===== src/rtl/vga_pkg.sv =====
// Shared scan-state encoding, default 640x480@60 timing and total-length helpers.
package vga_pkg;

  typedef enum logic [1:0] {
    ACTIVE = 2'd0,
    FRONT  = 2'd1,
    SYNC   = 2'd2,
    BACK   = 2'd3
  } scan_state_t;

  // Coordinate width and the largest axis total it can represent
  localparam int unsigned POS_W     = 10;
  localparam int unsigned POS_LIMIT = 1024;

  // Frame counter width
  localparam int unsigned FCNT_W = 16;

  // Default 640x480@60 timing with a 100 MHz system clock
  localparam int unsigned DEF_CLK_DIV  = 4;
  localparam int unsigned DEF_H_ACTIVE = 640;
  localparam int unsigned DEF_H_FP     = 16;
  localparam int unsigned DEF_H_SYNC   = 96;
  localparam int unsigned DEF_H_BP     = 48;
  localparam int unsigned DEF_V_ACTIVE = 480;
  localparam int unsigned DEF_V_FP     = 10;
  localparam int unsigned DEF_V_SYNC   = 2;
  localparam int unsigned DEF_V_BP     = 33;
  localparam bit          DEF_SYNC_POL = 1'b0;

  function automatic int unsigned axis_total(input int unsigned active_len,
                                             input int unsigned fp_len,
                                             input int unsigned sync_len,
                                             input int unsigned bp_len);
    return active_len + fp_len + sync_len + bp_len;
  endfunction

  function automatic int unsigned h_total(input int unsigned h_active,
                                          input int unsigned h_fp,
                                          input int unsigned h_sync,
                                          input int unsigned h_bp);
    return axis_total(h_active, h_fp, h_sync, h_bp);
  endfunction

  function automatic int unsigned v_total(input int unsigned v_active,
                                          input int unsigned v_fp,
                                          input int unsigned v_sync,
                                          input int unsigned v_bp);
    return axis_total(v_active, v_fp, v_sync, v_bp);
  endfunction

endpackage


===== src/rtl/vga_scan_gen_if.sv =====
// Scan-generator output bundle: the generator is master, the video consumers are slaves.
interface vga_scan_gen_if;

  logic                       en;
  logic                       pix_en;
  logic [vga_pkg::POS_W-1:0]  x;
  logic [vga_pkg::POS_W-1:0]  y;
  logic                       hsync;
  logic                       vsync;
  logic                       blank;
  logic                       line_start;
  logic                       frame_start;
  logic [vga_pkg::FCNT_W-1:0] frame_count;

  modport master (
    input  en,
    output pix_en, x, y, hsync, vsync, blank, line_start, frame_start, frame_count
  );

  modport slave (
    output en,
    input  pix_en, x, y, hsync, vsync, blank, line_start, frame_start, frame_count
  );

endinterface


===== src/rtl/vga_scan_gen_scan_axis.sv =====
// One raster axis: ACTIVE/FRONT/SYNC/BACK phase FSM plus the position counter.
module scan_axis
  import vga_pkg::*;
#(
  parameter int unsigned POS_W      = 10,
  parameter int unsigned ACTIVE_LEN = 640,
  parameter int unsigned FP_LEN     = 16,
  parameter int unsigned SYNC_LEN   = 96,
  parameter int unsigned BP_LEN     = 48
) (
  input  logic             clk,
  input  logic             rst,
  input  logic             advance,
  output logic [POS_W-1:0] pos,
  output logic             in_sync,
  output logic             in_active,
  output logic             wrap
);

  if (ACTIVE_LEN < 1 || FP_LEN < 1 || SYNC_LEN < 1 || BP_LEN < 1) begin : g_bad_len
    $error("scan_axis: every phase length must be at least 1");
  end

  if (ACTIVE_LEN + FP_LEN + SYNC_LEN + BP_LEN > (1 << POS_W)) begin : g_bad_total
    $error("scan_axis: axis total does not fit in POS_W bits");
  end

  // Last in-phase count of each phase
  localparam logic [POS_W-1:0] ACTIVE_LAST = POS_W'(ACTIVE_LEN - 1);
  localparam logic [POS_W-1:0] FP_LAST     = POS_W'(FP_LEN - 1);
  localparam logic [POS_W-1:0] SYNC_LAST   = POS_W'(SYNC_LEN - 1);
  localparam logic [POS_W-1:0] BP_LAST     = POS_W'(BP_LEN - 1);

  scan_state_t      state_q, state_d, next_phase;
  logic [POS_W-1:0] cnt_q, cnt_d;
  logic [POS_W-1:0] pos_q, pos_d;
  logic [POS_W-1:0] phase_last;
  logic             in_sync_q, in_sync_d;
  logic             in_active_q, in_active_d;

  // Length and successor of the phase currently running
  always_comb begin
    phase_last = ACTIVE_LAST;
    next_phase = FRONT;
    unique case (state_q)
      ACTIVE: begin
        phase_last = ACTIVE_LAST;
        next_phase = FRONT;
      end
      FRONT: begin
        phase_last = FP_LAST;
        next_phase = SYNC;
      end
      SYNC: begin
        phase_last = SYNC_LAST;
        next_phase = BACK;
      end
      BACK: begin
        phase_last = BP_LAST;
        next_phase = ACTIVE;
      end
    endcase
  end

  // Last position of the axis is the last count of the back porch
  assign wrap = (state_q == BACK) && (cnt_q == BP_LAST);

  // Step phase counter and position on each advance; phase flags follow the next state
  always_comb begin
    state_d = state_q;
    cnt_d   = cnt_q;
    pos_d   = pos_q;
    if (advance) begin
      if (cnt_q == phase_last) begin
        state_d = next_phase;
        cnt_d   = '0;
      end else begin
        cnt_d = cnt_q + 1'b1;
      end
      pos_d = wrap ? '0 : pos_q + 1'b1;
    end
    in_sync_d   = (state_d == SYNC);
    in_active_d = (state_d == ACTIVE);
  end

  // Axis state registers
  always_ff @(posedge clk) begin
    if (rst) begin
      state_q     <= ACTIVE;
      cnt_q       <= '0;
      pos_q       <= '0;
      in_sync_q   <= 1'b0;
      in_active_q <= 1'b1;
    end else begin
      state_q     <= state_d;
      cnt_q       <= cnt_d;
      pos_q       <= pos_d;
      in_sync_q   <= in_sync_d;
      in_active_q <= in_active_d;
    end
  end

  assign pos       = pos_q;
  assign in_sync   = in_sync_q;
  assign in_active = in_active_q;

endmodule


===== src/rtl/vga_scan_gen.sv =====
// Raster scan generator: pixel-rate divider, horizontal/vertical axes, strobes and frame counter.
module vga_scan_gen
  import vga_pkg::*;
#(
  parameter int unsigned CLK_DIV  = DEF_CLK_DIV,
  parameter int unsigned H_ACTIVE = DEF_H_ACTIVE,
  parameter int unsigned H_FP     = DEF_H_FP,
  parameter int unsigned H_SYNC   = DEF_H_SYNC,
  parameter int unsigned H_BP     = DEF_H_BP,
  parameter int unsigned V_ACTIVE = DEF_V_ACTIVE,
  parameter int unsigned V_FP     = DEF_V_FP,
  parameter int unsigned V_SYNC   = DEF_V_SYNC,
  parameter int unsigned V_BP     = DEF_V_BP,
  parameter bit          SYNC_POL = DEF_SYNC_POL
) (
  input  logic           clk,
  input  logic           rst,
  vga_scan_gen_if.master scan
);

  localparam int unsigned H_TOTAL = h_total(H_ACTIVE, H_FP, H_SYNC, H_BP);
  localparam int unsigned V_TOTAL = v_total(V_ACTIVE, V_FP, V_SYNC, V_BP);

  if (CLK_DIV < 1 || CLK_DIV > 16) begin : g_bad_div
    $error("vga_scan_gen: CLK_DIV must be in 1..16");
  end

  if (H_TOTAL > POS_LIMIT || V_TOTAL > POS_LIMIT) begin : g_bad_total
    $error("vga_scan_gen: H_TOTAL and V_TOTAL must not exceed 1024");
  end

  localparam logic [3:0] DIV_LAST = 4'(CLK_DIV - 1);

  logic [3:0]        div_q, div_d;
  logic [FCNT_W-1:0] frame_cnt_q, frame_cnt_d;
  logic              pix_tick;
  logic              v_advance;
  logic [POS_W-1:0]  x_pos, y_pos;
  logic              h_in_sync, v_in_sync;
  logic              h_in_active, v_in_active;
  logic              h_wrap, v_wrap;

  // Pixel strobe on the last divider phase; suppressed while frozen or in reset
  assign pix_tick  = scan.en && !rst && (div_q == DIV_LAST);
  assign v_advance = pix_tick && h_wrap;

  // Divider phase and frame counter next-state
  always_comb begin
    div_d       = div_q;
    frame_cnt_d = frame_cnt_q;
    if (scan.en) begin
      div_d = (div_q == DIV_LAST) ? '0 : div_q + 4'd1;
    end
    if (v_advance && v_wrap) begin
      frame_cnt_d = frame_cnt_q + 1'b1;
    end
  end

  // Divider and frame counter registers
  always_ff @(posedge clk) begin
    if (rst) begin
      div_q       <= '0;
      frame_cnt_q <= '0;
    end else begin
      div_q       <= div_d;
      frame_cnt_q <= frame_cnt_d;
    end
  end

  scan_axis #(
    .POS_W      (POS_W),
    .ACTIVE_LEN (H_ACTIVE),
    .FP_LEN     (H_FP),
    .SYNC_LEN   (H_SYNC),
    .BP_LEN     (H_BP)
  ) u_h_axis (
    .clk       (clk),
    .rst       (rst),
    .advance   (pix_tick),
    .pos       (x_pos),
    .in_sync   (h_in_sync),
    .in_active (h_in_active),
    .wrap      (h_wrap)
  );

  scan_axis #(
    .POS_W      (POS_W),
    .ACTIVE_LEN (V_ACTIVE),
    .FP_LEN     (V_FP),
    .SYNC_LEN   (V_SYNC),
    .BP_LEN     (V_BP)
  ) u_v_axis (
    .clk       (clk),
    .rst       (rst),
    .advance   (v_advance),
    .pos       (y_pos),
    .in_sync   (v_in_sync),
    .in_active (v_in_active),
    .wrap      (v_wrap)
  );

  assign scan.pix_en      = pix_tick;
  assign scan.x           = x_pos;
  assign scan.y           = y_pos;
  assign scan.hsync       = SYNC_POL ? h_in_sync : !h_in_sync;
  assign scan.vsync       = SYNC_POL ? v_in_sync : !v_in_sync;
  assign scan.blank       = !(h_in_active && v_in_active);
  assign scan.line_start  = pix_tick && (x_pos == '0);
  assign scan.frame_start = pix_tick && (x_pos == '0) && (y_pos == '0);
  assign scan.frame_count = frame_cnt_q;

endmodule

===== src/flat_wrapper.sv =====
// flat-port wrapper written by rule: the top's interface ports become plain ports
module vga_scan_gen_flat import vga_pkg::*;
#(
  parameter int unsigned CLK_DIV  = DEF_CLK_DIV,
  parameter int unsigned H_ACTIVE = DEF_H_ACTIVE,
  parameter int unsigned H_FP     = DEF_H_FP,
  parameter int unsigned H_SYNC   = DEF_H_SYNC,
  parameter int unsigned H_BP     = DEF_H_BP,
  parameter int unsigned V_ACTIVE = DEF_V_ACTIVE,
  parameter int unsigned V_FP     = DEF_V_FP,
  parameter int unsigned V_SYNC   = DEF_V_SYNC,
  parameter int unsigned V_BP     = DEF_V_BP,
  parameter bit          SYNC_POL = DEF_SYNC_POL
)
  (clk, rst, scan_en, scan_pix_en, scan_x, scan_y, scan_hsync, scan_vsync, scan_blank, scan_line_start, scan_frame_start, scan_frame_count);
  vga_scan_gen_if scan_i ();
  input  logic clk;
  input  logic rst;
  input wire logic [$bits(scan_i.en)-1:0] scan_en;
  output wire logic [$bits(scan_i.pix_en)-1:0] scan_pix_en;
  output wire logic [$bits(scan_i.x)-1:0] scan_x;
  output wire logic [$bits(scan_i.y)-1:0] scan_y;
  output wire logic [$bits(scan_i.hsync)-1:0] scan_hsync;
  output wire logic [$bits(scan_i.vsync)-1:0] scan_vsync;
  output wire logic [$bits(scan_i.blank)-1:0] scan_blank;
  output wire logic [$bits(scan_i.line_start)-1:0] scan_line_start;
  output wire logic [$bits(scan_i.frame_start)-1:0] scan_frame_start;
  output wire logic [$bits(scan_i.frame_count)-1:0] scan_frame_count;
  assign scan_i.en = scan_en;
  assign scan_pix_en = scan_i.pix_en;
  assign scan_x = scan_i.x;
  assign scan_y = scan_i.y;
  assign scan_hsync = scan_i.hsync;
  assign scan_vsync = scan_i.vsync;
  assign scan_blank = scan_i.blank;
  assign scan_line_start = scan_i.line_start;
  assign scan_frame_start = scan_i.frame_start;
  assign scan_frame_count = scan_i.frame_count;
  vga_scan_gen #(.CLK_DIV(CLK_DIV), .H_ACTIVE(H_ACTIVE), .H_FP(H_FP), .H_SYNC(H_SYNC), .H_BP(H_BP), .V_ACTIVE(V_ACTIVE), .V_FP(V_FP), .V_SYNC(V_SYNC), .V_BP(V_BP), .SYNC_POL(SYNC_POL)) u_core (.clk(clk), .rst(rst), .scan(scan_i));
endmodule

===== config.mk =====
export PLATFORM = sky130hd
export DESIGN_NAME = vga_scan_gen_flat
export DESIGN_NICKNAME = d
export VERILOG_FILES = /design/src/rtl/vga_pkg.sv /design/src/rtl/vga_scan_gen_if.sv /design/src/rtl/vga_scan_gen_scan_axis.sv /design/src/rtl/vga_scan_gen.sv /design/src/flat_wrapper.sv
export SDC_FILE = /design/constraint.sdc
export NUM_CORES = 1
export LEC_CHECK = 0
export ABC_CLOCK_PERIOD_IN_PS = 2700
export BUFFER_PORTS_ARGS = -buffer_cell sky130_fd_sc_hd__buf_2
export CAP_MARGIN = 15
export CELL_PAD_IN_SITES_DETAIL_PLACEMENT = 1
export CELL_PAD_IN_SITES_GLOBAL_PLACEMENT = 1
export CORE_MARGIN = 3
export CORE_UTILIZATION = 43
export DETAILED_ROUTE_END_ITERATION = 10
export HOLD_SLACK_MARGIN = 0.06
export PLACE_DENSITY = 0.89
export RECOVER_POWER = 50
export SYNTH_ARGS = -nofsm -noshare
export SYNTH_HDL_FRONTEND = slang
export SYNTH_SLANG_ARGS = --single-unit

===== constraint.sdc =====
create_clock -name clk -period 2.7 [get_ports clk]
set_input_delay 0.27 -clock clk [delete_from_list [all_inputs] [get_ports clk]]
set_output_delay 0.27 -clock clk [all_outputs]
set_load 0.02 [all_outputs]

==> results.json <==
{
  "status": "completed",
  "htreeDepth": 3,
  "design_area_um2": 4050,
  "top_usage_layer": "met2",
  "final_common_cell": "dfxtp_1",
  "worst_pin_slew_ns": 0.582,
  "fin_nets": 490,
  "arrival_ns": 2.72,
  "tns_ns": 0,
  "grtUsageMet2_pct": 36.3,
  "worst-r2r-cell-count": 5,
  "cp_max_fo": 11,
  "grtUsageMet3_pct": 4.90,
  "cts-root-buf": "clkbuf_8",
  "clk_latency_ns": 0.34,
  "drive_above_1_share_pct": 8.84,
  "met1_usage_pct": 29.2,
  "vdd_ir_drop_max_mv": 0.189,
  "gp_congestion": 0.852,
  "clkSinkCount": 68,
  "final_cells": 577,
  "synth_fp_nets": 443,
  "drt-initial-drc-count": 142,
  "cts_buffer_depth": 2,
  "dp.cells": 561,
  "grt_overflow": 0,
  "avgViaCountPerCell": 5.91,
  "synth_mux_area_share_pct": 1.44,
  "synth_top_family_by_area": "simple AND/OR/NAND/NOR gates",
  "vias": 3410,
  "cp_slowest_cell": "or4_1",
  "ant_nets": 0,
  "drt-pass1-iter-count": 4,
  "grt_pass1_wl_mm": 17.4,
  "port_buffers": 44,
  "drcViolationCount": 0,
  "routed_wirelength_mm": 10.1,
  "powerDensity_nw_per_um2": 481,
  "die_h_um": 96.9,
  "synthSimpleGateAreaFrac_pct": 32.3,
  "synth_cells": 423,
  "final_cell_mix": "dfxtp_1 (68), clkbuf_1 (42), nand2_1 (41)",
  "fp.coreArea_um2": 7890,
  "cts_tree": "built",
  "wl_per_cell_um": 17.6,
  "critPathLaunchType": "register",
  "synth_compound_area_share_pct": 8.74,
  "min_path_type": "input port to register",
  "rsz0062_at_grt": "no",
  "worst_slack_ns": 0.261,
  "fin_crit_ns": 2.44,
  "gr-usage-all-layers_pct": 22.2,
  "ys_types": 47,
  "max_stage_delay_ns": 0.59,
  "antenna_found_initial": 0,
  "io_pins": 45,
  "grt_max_degree": 51,
  "post-place-ws_ns": 0.264,
  "timing.final.max_slew_violations": 0,
  "die_w_um": 96.9,
  "path_buf_inv": 0,
  "ys_ff_latch": 68,
  "maxCapViolations": 0,
  "cp-end-kind": "register",
  "synthToLayoutAreaGrowth_pct": 14.1,
  "finalSetupViolCount": 0,
  "yosysSeqAreaShare_pct": 38.3,
  "die_area_um2": 9390,
  "worstSetupPathDepth": 5,
  "power_leakage_uw": 0.00141,
  "synth_area_um2": 3550,
  "grt_pass1_vias": 3500,
  "critPathRequiredTime_ns": 2.98,
  "synth_fa_ha_area_share_pct": 5.99,
  "initial_core_util_pct": 45.0,
  "hold_depth": 3,
  "rows": 32,
  "cts_hold_buf": 0,
  "yosys_warnings": 0,
  "avgSynthCellArea_um2": 8.40,
  "dpl.hpwl_mm": 7.19,
  "fillers": 975,
  "worst-setup-path-type": "register to register",
  "cts_buffers": 9,
  "synthXorXnorAreaFrac_pct": 8.88,
  "hold_viol_final": 0,
  "cp_top_family": "simple AND/OR/NAND/NOR gates",
  "slew_headroom_pct": 61.0,
  "fin_crit_sh_pct": 90.3,
  "clk_pin_slew_ns": 0.08,
  "postPlaceCellArea_um2": 3900,
  "diodes": 0,
  "finalClockSkew_ns": 0.00737,
  "max_freq_mhz": 410,
  "critical_path.cell_chain": "or4b_4, nor4_4, nand4_2, or4_1, a21oi_1"
}
## cell families (layout without fill, tap and decap cells)
kind of cell | after synthesis | in the layout
and+or+nand+nor | 211 | 211
DFF | 68 | 68
AOI/OAI and AO/OA | 48 | 48
buffers and inverters | 38 | 90
xor gates and xnor gates | 36 | 36
adders and majority gates | 17 | 17
muxes | 5 | 5
## timing repair
item	4_1_cts	5_1_grt
endpoints found under the setup margin	0	5
gates resized for setup	0	1
buffers inserted	0	0
## synth_stat cells, drive strengths merged
master / n / share of area [%]
mux2: 1 / 0.32
nand4: 24 / 4.4
xnor2: 15 / 3.7
nand4b: 4 / 0.99
and4bb: 2 / 0.70
o211a: 2 / 0.56
nand3: 28 / 3.9
or3: 7 / 1.2
or2: 5 / 0.88
nor4b: 1 / 0.25
nor2: 37 / 3.9
or3b: 1 / 0.25
nor4bb: 1 / 0.28
nand4bb: 1 / 0.32
nor4: 11 / 2.4
a311oi: 4 / 0.99
o31ai: 6 / 1.3
inv: 19 / 2.0
a221oi: 1 / 0.25
nor2b: 2 / 0.35
o311ai: 2 / 0.49
dfxtp: 68 / 38
or4: 7 / 1.5
nand3b: 2 / 0.42
mux2i: 4 / 1.1
o211ai: 3 / 0.63
o21ai: 7 / 0.99
o21a: 1 / 0.21
nor3: 27 / 3.8
nand2: 41 / 4.3
xor2: 21 / 5.2
o22ai: 1 / 0.18
and4: 4 / 0.99
and3: 4 / 0.70
or4b: 2 / 0.67
a31oi: 4 / 0.70
a21oi: 16 / 2.3
buf: 7 / 1.1
a211oi: 1 / 0.21
clkbuf: 12 / 1.3
ha: 17 / 6.0
## path summary, 6_finish.rpt
kind | from | endpoint | slack, ns
setup / recovery | u_core.u_v_axis.cnt_q[5] | u_core.scan.frame_count[11] | 0.26
hold / removal | scan_en | u_core.div_q[1] | 0.26
setup reg to reg | u_core.u_v_axis.cnt_q[5] | u_core.scan.frame_count[11] | 0.26
hold reg to reg | u_core.scan.frame_count[15] | u_core.scan.frame_count[15] | 0.50
## per-stage QoR
stage	total power (uW)	hold slack (ns)	util [%]
after detailed placement	1110	0.482	49.4
after global placement	1100	0.468	49.4
after global routing	2020	0.263	51.4
after floorplan	1080	0.422	-
after CTS	1970	0.249	52.0
final	1950	0.257	51.4
## per-layer routing
layer,wire (um),part of all wire [%]
met5,0,0
met4,145,1.4
met3,433,4.3
met2,4820,48
met1,4740,47
## sequential cells by signal, indices dropped and copies added, names as in the netlist, named ones only
name / count
u_core.scan.frame_count: 16
u_core.u_h_axis.cnt_q: 10
u_core.u_h_axis.pos: 10
u_core.u_v_axis.cnt_q: 10
u_core.u_v_axis.pos: 10
u_core.div_q: 4
u_core.u_h_axis.in_active: 1
u_core.u_h_axis.in_sync: 1
u_core.u_h_axis.state_q: 1
u_core.u_v_axis.in_active: 1
u_core.u_v_axis.in_sync: 1
u_core.u_v_axis.state_q: 1
## power breakdown
group,internal [uW],switching (uW)
logic,18.8,37.8
clock network,474,391
registers,1010,14.1
## cell type report
cell class / instances / area [um2] / area share, %
Multi-Input combinational cell: 317 / 2040 / 50.4
Clock buffer: 12 / 155 / 3.83
Inverter: 19 / 71.3 / 1.76
Sequential cell: 68 / 1360 / 33.6
Tap cell: 102 / 128 / 3.15
Clock inverter: 4 / 47.5 / 1.17
Timing Repair Buffer: 55 / 246 / 6.08
## tightest hold or removal path, delay by kind of cell
| kind | cells | cell delay [ns] |
|---|---|---|
| muxes | 1 | 0.08 |
| buffers and inverters | 1 | 0.14 |
| and+or+nand+nor | 1 | 0.07 |
No activity file was read; power rests on OpenSTA's default activity.
